<file path="src/rtl/ofm_accumulator_pkg.sv">
// ============================================================================
// Module      : ofm_accumulator_pkg
// Description : Shared constants and helpers for the OFM accumulator: ceil-log2
//               function, accumulator width derivation, default port widths
//               and the per-layer OFM width table for VGG-16.
//               Optional feature macro used by the slice: OFM_ACC_SAT_EN.
// Revision    : 1.0 - initial release
// ============================================================================
`default_nettype none

package ofm_accumulator_pkg;

    localparam int c_PSUM_BIT_DEF  = 24;
    localparam int c_BIAS_BIT_DEF  = 16;
    localparam int c_OFM_BIT_DEF   = 29;
    localparam int c_IN_GROUPS_DEF = 64;

    // OFM width needed by each of the 13 VGG-16 convolution layers.
    localparam int c_VGG16_LAYERS = 13;
    localparam int c_VGG16_OFM_BIT [c_VGG16_LAYERS] =
        '{21, 22, 23, 24, 24, 25, 25, 26, 26, 27, 28, 28, 29};

    // Ceiling log2; clog2(1) = 0.
    function automatic int clog2(input int value);
        int r;
        int v;
        r = 0;
        v = value - 1;
        while (v > 0) begin
            r = r + 1;
            v = v >> 1;
        end
        return r;
    endfunction

    // Accumulator wide enough that bias + IN_GROUPS partial sums never overflow.
    function automatic int acc_bit(input int psum_bit, input int bias_bit,
                                   input int in_groups);
        return ((psum_bit > bias_bit) ? psum_bit : bias_bit) + clog2(in_groups) + 1;
    endfunction

endpackage

`default_nettype wire

</file>
<file path="src/rtl/ofm_sat_clamp.sv">
// ============================================================================
// Module      : ofm_sat_clamp
// Description : Combinational ACC_BIT -> OFM_BIT reduction of a signed value.
//               OFM_ACC_SAT_EN defined  : saturate to the OFM_BIT signed range.
//               OFM_ACC_SAT_EN undefined: keep the low OFM_BIT bits (wrap).
//               When ACC_BIT <= OFM_BIT the value is sign-extended.
// Ports       : acc_in  [ACC_BIT-1:0]  signed accumulator value
//               ofm_out [OFM_BIT-1:0]  signed reduced value
// Revision    : 1.0 - initial release
// ============================================================================
`default_nettype none

module ofm_sat_clamp #(
    parameter int ACC_BIT = 31,
    parameter int OFM_BIT = 29
) (
    input  logic [ACC_BIT-1:0] acc_in,
    output logic [OFM_BIT-1:0] ofm_out
);

    generate
        if (ACC_BIT <= OFM_BIT) begin : g_extend
            assign ofm_out = OFM_BIT'($signed(acc_in));
        end else begin : g_reduce
`ifdef OFM_ACC_SAT_EN
            // The value fits only if every bit from the OFM sign bit upward
            // agrees; otherwise pick the rail matching the true sign.
            logic w_ovf;
            assign w_ovf   = ~((&acc_in[ACC_BIT-1:OFM_BIT-1]) |
                               ~(|acc_in[ACC_BIT-1:OFM_BIT-1]));
            assign ofm_out = w_ovf ? {acc_in[ACC_BIT-1], {(OFM_BIT-1){~acc_in[ACC_BIT-1]}}}
                                   : acc_in[OFM_BIT-1:0];
`else
            // Upper bits are intentionally discarded in wrap mode.
            logic w_unused_hi;
            assign w_unused_hi = ^acc_in[ACC_BIT-1:OFM_BIT];
            assign ofm_out     = acc_in[OFM_BIT-1:0];
`endif
        end
    endgenerate

endmodule

`default_nettype wire

</file>
<file path="src/rtl/ofm_accumulator.sv">
// ============================================================================
// Module      : ofm_accumulator
// Description : Accumulates IN_GROUPS signed partial sums plus a fused bias
//               (sampled on the first beat) into one OFM value, clamps it to
//               OFM_BIT and emits it with a one-cycle out_valid pulse.
//               Clamp behaviour selected by macro OFM_ACC_SAT_EN
//               (defined = saturate, undefined = two's-complement wrap).
// Ports       : clk, rst (sync, active-high)
//               in_valid, psum [PSUM_BIT], bias [BIAS_BIT]   - input beat
//               out_valid, OFM [OFM_BIT]                      - result
//               busy                                          - group in progress
// Revision    : 1.0 - initial release
// ============================================================================
`default_nettype none

module ofm_accumulator
    import ofm_accumulator_pkg::*;
#(
    parameter int PSUM_BIT  = c_PSUM_BIT_DEF,
    parameter int BIAS_BIT  = c_BIAS_BIT_DEF,
    parameter int OFM_BIT   = c_OFM_BIT_DEF,
    parameter int IN_GROUPS = c_IN_GROUPS_DEF
) (
    input  logic                clk,
    input  logic                rst,
    input  logic                in_valid,
    input  logic [PSUM_BIT-1:0] psum,
    input  logic [BIAS_BIT-1:0] bias,
    output logic                out_valid,
    output logic [OFM_BIT-1:0]  OFM,
    output logic                busy
);

    localparam int                 c_ACC_BIT  = acc_bit(PSUM_BIT, BIAS_BIT, IN_GROUPS);
    localparam int                 c_CNT_W    = (IN_GROUPS > 1) ? clog2(IN_GROUPS) : 1;
    localparam logic [c_CNT_W-1:0] c_CNT_LAST = c_CNT_W'(IN_GROUPS - 1);

    localparam logic [0:0] c_ST_IDLE  = 1'b0;
    localparam logic [0:0] c_ST_ACCUM = 1'b1;

    logic [0:0]           r_state;
    logic [c_CNT_W-1:0]   r_cnt;
    logic [c_ACC_BIT-1:0] r_acc;
    logic                 r_out_valid;
    logic [OFM_BIT-1:0]   r_ofm;

    logic [c_ACC_BIT-1:0] w_psum_ext;
    logic [c_ACC_BIT-1:0] w_bias_ext;
    logic [c_ACC_BIT-1:0] w_base;
    logic [c_ACC_BIT-1:0] w_sum;
    logic [OFM_BIT-1:0]   w_clamped;
    logic                 w_last;

    assign w_psum_ext = c_ACC_BIT'($signed(psum));
    assign w_bias_ext = c_ACC_BIT'($signed(bias));

    // The first beat of a group starts from the bias instead of the running sum,
    // so the same adder serves both the first and the following beats.
    assign w_base = (r_state == c_ST_IDLE) ? w_bias_ext : r_acc;
    assign w_sum  = w_base + w_psum_ext;

    // A single-beat group completes on its first (and only) beat.
    assign w_last = (r_state == c_ST_IDLE) ? (IN_GROUPS == 1) : (r_cnt == c_CNT_LAST);

    ofm_sat_clamp #(
        .ACC_BIT (c_ACC_BIT),
        .OFM_BIT (OFM_BIT)
    ) u_clamp (
        .acc_in  (w_sum),
        .ofm_out (w_clamped)
    );

    always_ff @(posedge clk) begin
        if (rst) begin
            r_state     <= c_ST_IDLE;
            r_cnt       <= '0;
            r_acc       <= '0;
            r_out_valid <= 1'b0;
            r_ofm       <= '0;
        end else begin
            r_out_valid <= 1'b0;
            if (in_valid) begin
                if (w_last) begin
                    r_ofm       <= w_clamped;
                    r_out_valid <= 1'b1;
                    r_cnt       <= '0;
                    r_acc       <= '0;
                    r_state     <= c_ST_IDLE;
                end else begin
                    r_acc       <= w_sum;
                    r_cnt       <= r_cnt + c_CNT_W'(1);
                    r_state     <= c_ST_ACCUM;
                end
            end
        end
    end

    assign out_valid = r_out_valid;
    assign OFM       = r_ofm;
    assign busy      = (r_state == c_ST_ACCUM);

endmodule

`default_nettype wire

</file>
<file path="config.mk">
export PLATFORM = sky130hd
export DESIGN_NAME = ofm_accumulator
export DESIGN_NICKNAME = d
export VERILOG_FILES = /design/src/rtl/ofm_accumulator_pkg.sv /design/src/rtl/ofm_sat_clamp.sv /design/src/rtl/ofm_accumulator.sv
export SDC_FILE = /design/constraint.sdc
export NUM_CORES = 1
export LEC_CHECK = 0
export ABC_AREA = 1
export BUFFER_PORTS_ARGS = -buffer_cell sky130_fd_sc_hd__buf_2
export CAP_MARGIN = 15
export CORE_MARGIN = 4
export CORE_UTILIZATION = 60
export DETAILED_ROUTE_END_ITERATION = 8
export GPL_TIMING_DRIVEN = 0
export PLACE_DENSITY_LB_ADDON = 0.1
export SLEW_MARGIN = 10
export SYNTH_ARGS = -nofsm -noshare
export SYNTH_HDL_FRONTEND = slang
export SYNTH_HIERARCHICAL = 1
export SYNTH_SLANG_ARGS = --single-unit
</file>
<file path="constraint.sdc">
create_clock -name clk -period 7.9 [get_ports clk]
set_clock_uncertainty 0.05 [all_clocks]
set_input_delay 1.58 -clock clk [delete_from_list [all_inputs] [get_ports clk]]
set_output_delay 1.58 -clock clk [all_outputs]
set_load 0.005 [all_outputs]
</file>
==> results.md <==
- Status: completed
- Routability cong.: 0.9446
- Reg-to-Reg End: OFM[27]
- Core area: approximately 8200 um^2
- Number of routed nets with antenna violations: 0
- Syn Area/Cell: roughly 6.0 um^2
- Mapped cell area: 5001 um^2
- RSZ-0062 raised after global routing: no
- Area after DPL: approximately 5500 um^2
- Reg-to-reg setup timing slack: between 4 and 5 ns
- N_diodes: 0
- Area delta synth->final: 14.69%
- Largest net degree at the start of global routing: 13
- # rows: 33
- Cell area after layout: 5736 um^2
- Max Slew Vio Count: 0
- DRT Pass-1 Iters: 5
- Gates resized, CTS repair: 0
- Die area: 9860 um^2
- Worst-Skew Late Latency: around 0.34 ns
- CP max FO: 9
- Worst Hold Path EP: OFM[2]
- FMAX: 263.3 MHz
- R2R Path Start: busy
- Critical path's top delay family: simple AND/OR/NAND/NOR gates
- Initial Util: around three fifths
- Crit-path slowest cell: ha_1
- Num ports: 74
- CP peak stage delay: around 0.38 ns
- Hold path start: OFM[2]
- Layout cells sized above 1: between 10% and 20%
- Clock buffer depth: 2
- Layout Nets: 993
- Post-Layout Cell Count: roughly 1000
- Crit. End Element: flop
- Fin util: 70.16%
- Slew at the pin closest to its max-slew limit: 0.4861 ns
- Hold depth: 2
- CP arrival: about 4.0 ns
- Critical path required time: around 8.1 ns
- Pint: 0.7206 mW
- Critical-path cell list: buf_2, nand2_1, clkbuf_1, nand2_1, ha_1, nand2_1, inv_1, nand2_1, nand2_1, nand2_1, nand2_1, a21oi_1, nand3_1, and2_1, buf_4, nand2_1, nand2_1
- Gr usage total: ~27%
- Drt via density: around 5.0
- Die Y: 99.30 um
- Post-DR wirelength/cell: approximately 13 um
- Sum Neg Setup Slack: 0 ns
- Layout fillers: 749
- Post-layout min period: 3.799 ns
- Hold_buf cts: 0
- Total Routed Length: between 10 and 15 mm
- Multi-input gate area: roughly 3000 um^2
- Dpl ws: ~3.8 ns
- Post-CTS setup buffers: 0
- Initial antenna violation count: 0
- Worst R2R Path Depth: 18
- Final worst path period share: between 40 and 50%
- Vias in the first global route: between 4000 and 5000
- Reg power frac: around 33%
- Startpoint Class: input port
- PD cells: between 150 and 200 nW/um^2
- Comb pwr share: about 36%
- Power, Total: 1.095 mW
- Worst Slack Setup Final: 4.101 ns
- WS Path Type: in2reg
- Max Cap Viol: 0
- Mapped Nets: between 900 and 1000
- Cell mode on critical path: nand2_1
- Endpoints failing setup: 0
- DR iter-0 viols: between 300 and 400
- Relative slew slack: between 60% and 70%
- CTS Sinks: 66
- I/O Buffers: just over 70
- Clock network fraction of design power: a little under a third
- Final hold slack: about 0.42 ns
- Crit path buffers/inverters: 4
- Vias post-DR: between 5000 and 6000
- First-pass GRT wire length: 21.67 mm
- DP Wirelength: between 10 and 15 mm
- Post-route DRC: 0
- Synth Instances: ~840
- Sw power: approximately 0.37 mW
- Final hold vios: 0
- CTS H-Tree Depth: 3
- Register area: approximately 1300 um^2
- IR drop worst, VDD: approximately 81 uV
- Clock-pin slew on the worst setup and hold paths: approximately 0.08 ns
- CTS tree: done
- Leakage power: 3.355 nW
- Sw Share: between 30% and 40%
- CTS Root Cell: clkbuf_8
- Placed cells: between 1000 and 1500
- Class of the worst hold path: reg2reg
- Congestion Overflow GR: 0
- Cts bufs inserted: 9
- YS warnings: 6
- Die X: around 99 um
[area by class of cell]
cell class                 count  share of cell area, %
buffer                        54                  5.606
timing repair buffer          72                  6.283
clock inverter                 6                  2.007
multi-input combinational    608                  51.48
sequential                    66                  23.04
tap                          105                  2.291
inverter                     108                  7.068
clock buffer                  10                  2.225
[layer usage]
metal | share of wire, % | vias to the layer above | GRT usage [%] | wire length (um)
met5 | 0 | - | 0 | 0
met4 | 1.6 | 0 | 7.038 | 212
li1 | - | 2678 | - | -
met2 | 44 | 176 | 42.98 | 5911
met1 | 48 | 2287 | 39.67 | 6488
met3 | 7.2 | 22 | 3.997 | 976
[layout by cell type (no fill, tap or decap)]
cell type   instances
nand2_2            17
nand4_1             1
buf_1               3
a21oi_1            47
xor2_2              4
nor3_2              2
buf_4              29
clkbuf_8            9
inv_1             102
ha_1               30
xor2_1             13
clkinv_4            2
nand3b_1            2
a21oi_2             1
nor2_2              3
buf_2              80
nor2_1             41
nand2_1           365
inv_2               6
and2_1             14
nand3_1            57
clkinvlp_4          1
clkbuf_1           15
o21ai_0             1
fa_1                1
bufinv_16           3
o211a_1             1
nor3_1              4
dfxtp_1            66
and3_1              1
nand3_2             3
[how the worst max path moves through the flow]
| stage | start | to | cells past startpoint |
|---|---|---|---|
| after floorplan | bias[15] | OFM[26] | 15 |
| after CTS | bias[15] | OFM[27] | 17 |
| after detailed placement | bias[15] | OFM[27] | 17 |
| after global placement | bias[15] | OFM[27] | 17 |
| final | bias[15] | OFM[27] | 17 |
| after global routing | bias[15] | OFM[27] | 17 |
[sequential cells by signal, indices dropped and copies added (netlist names)]
name / flops
OFM: 29
busy: 1
out_valid: 1
r_acc: 29
r_cnt: 6
[worst register-to-register path: stages, from the launching register on]
cell,delay [ns]
dfxtp_1,0.32
buf_2,0.16
inv_2,0.10
nand2_1,0.19
clkbuf_1,0.33
nand2_1,0.17
ha_1,0.38
nand2_1,0.14
inv_1,0.05
nand2_1,0.06
nand2_1,0.06
nand2_1,0.06
nand2_1,0.04
a21oi_1,0.25
nand3_1,0.16
and2_1,0.20
buf_4,0.13
nand2_1,0.05
nand2_1,0.04
[power groups by stage]
stage | sequential (mW) | clock (mW) | combinational (mW)
floorplan | 0.367 | 0 | 0.292
global placement | 0.368 | 0 | 0.376
detailed placement | 0.369 | 0 | 0.383
CTS | 0.362 | 0.344 | 0.384
global route | 0.364 | 0.358 | 0.431
finish | 0.362 | 0.343 | 0.389
No activity file was read; power rests on OpenSTA's default activity.
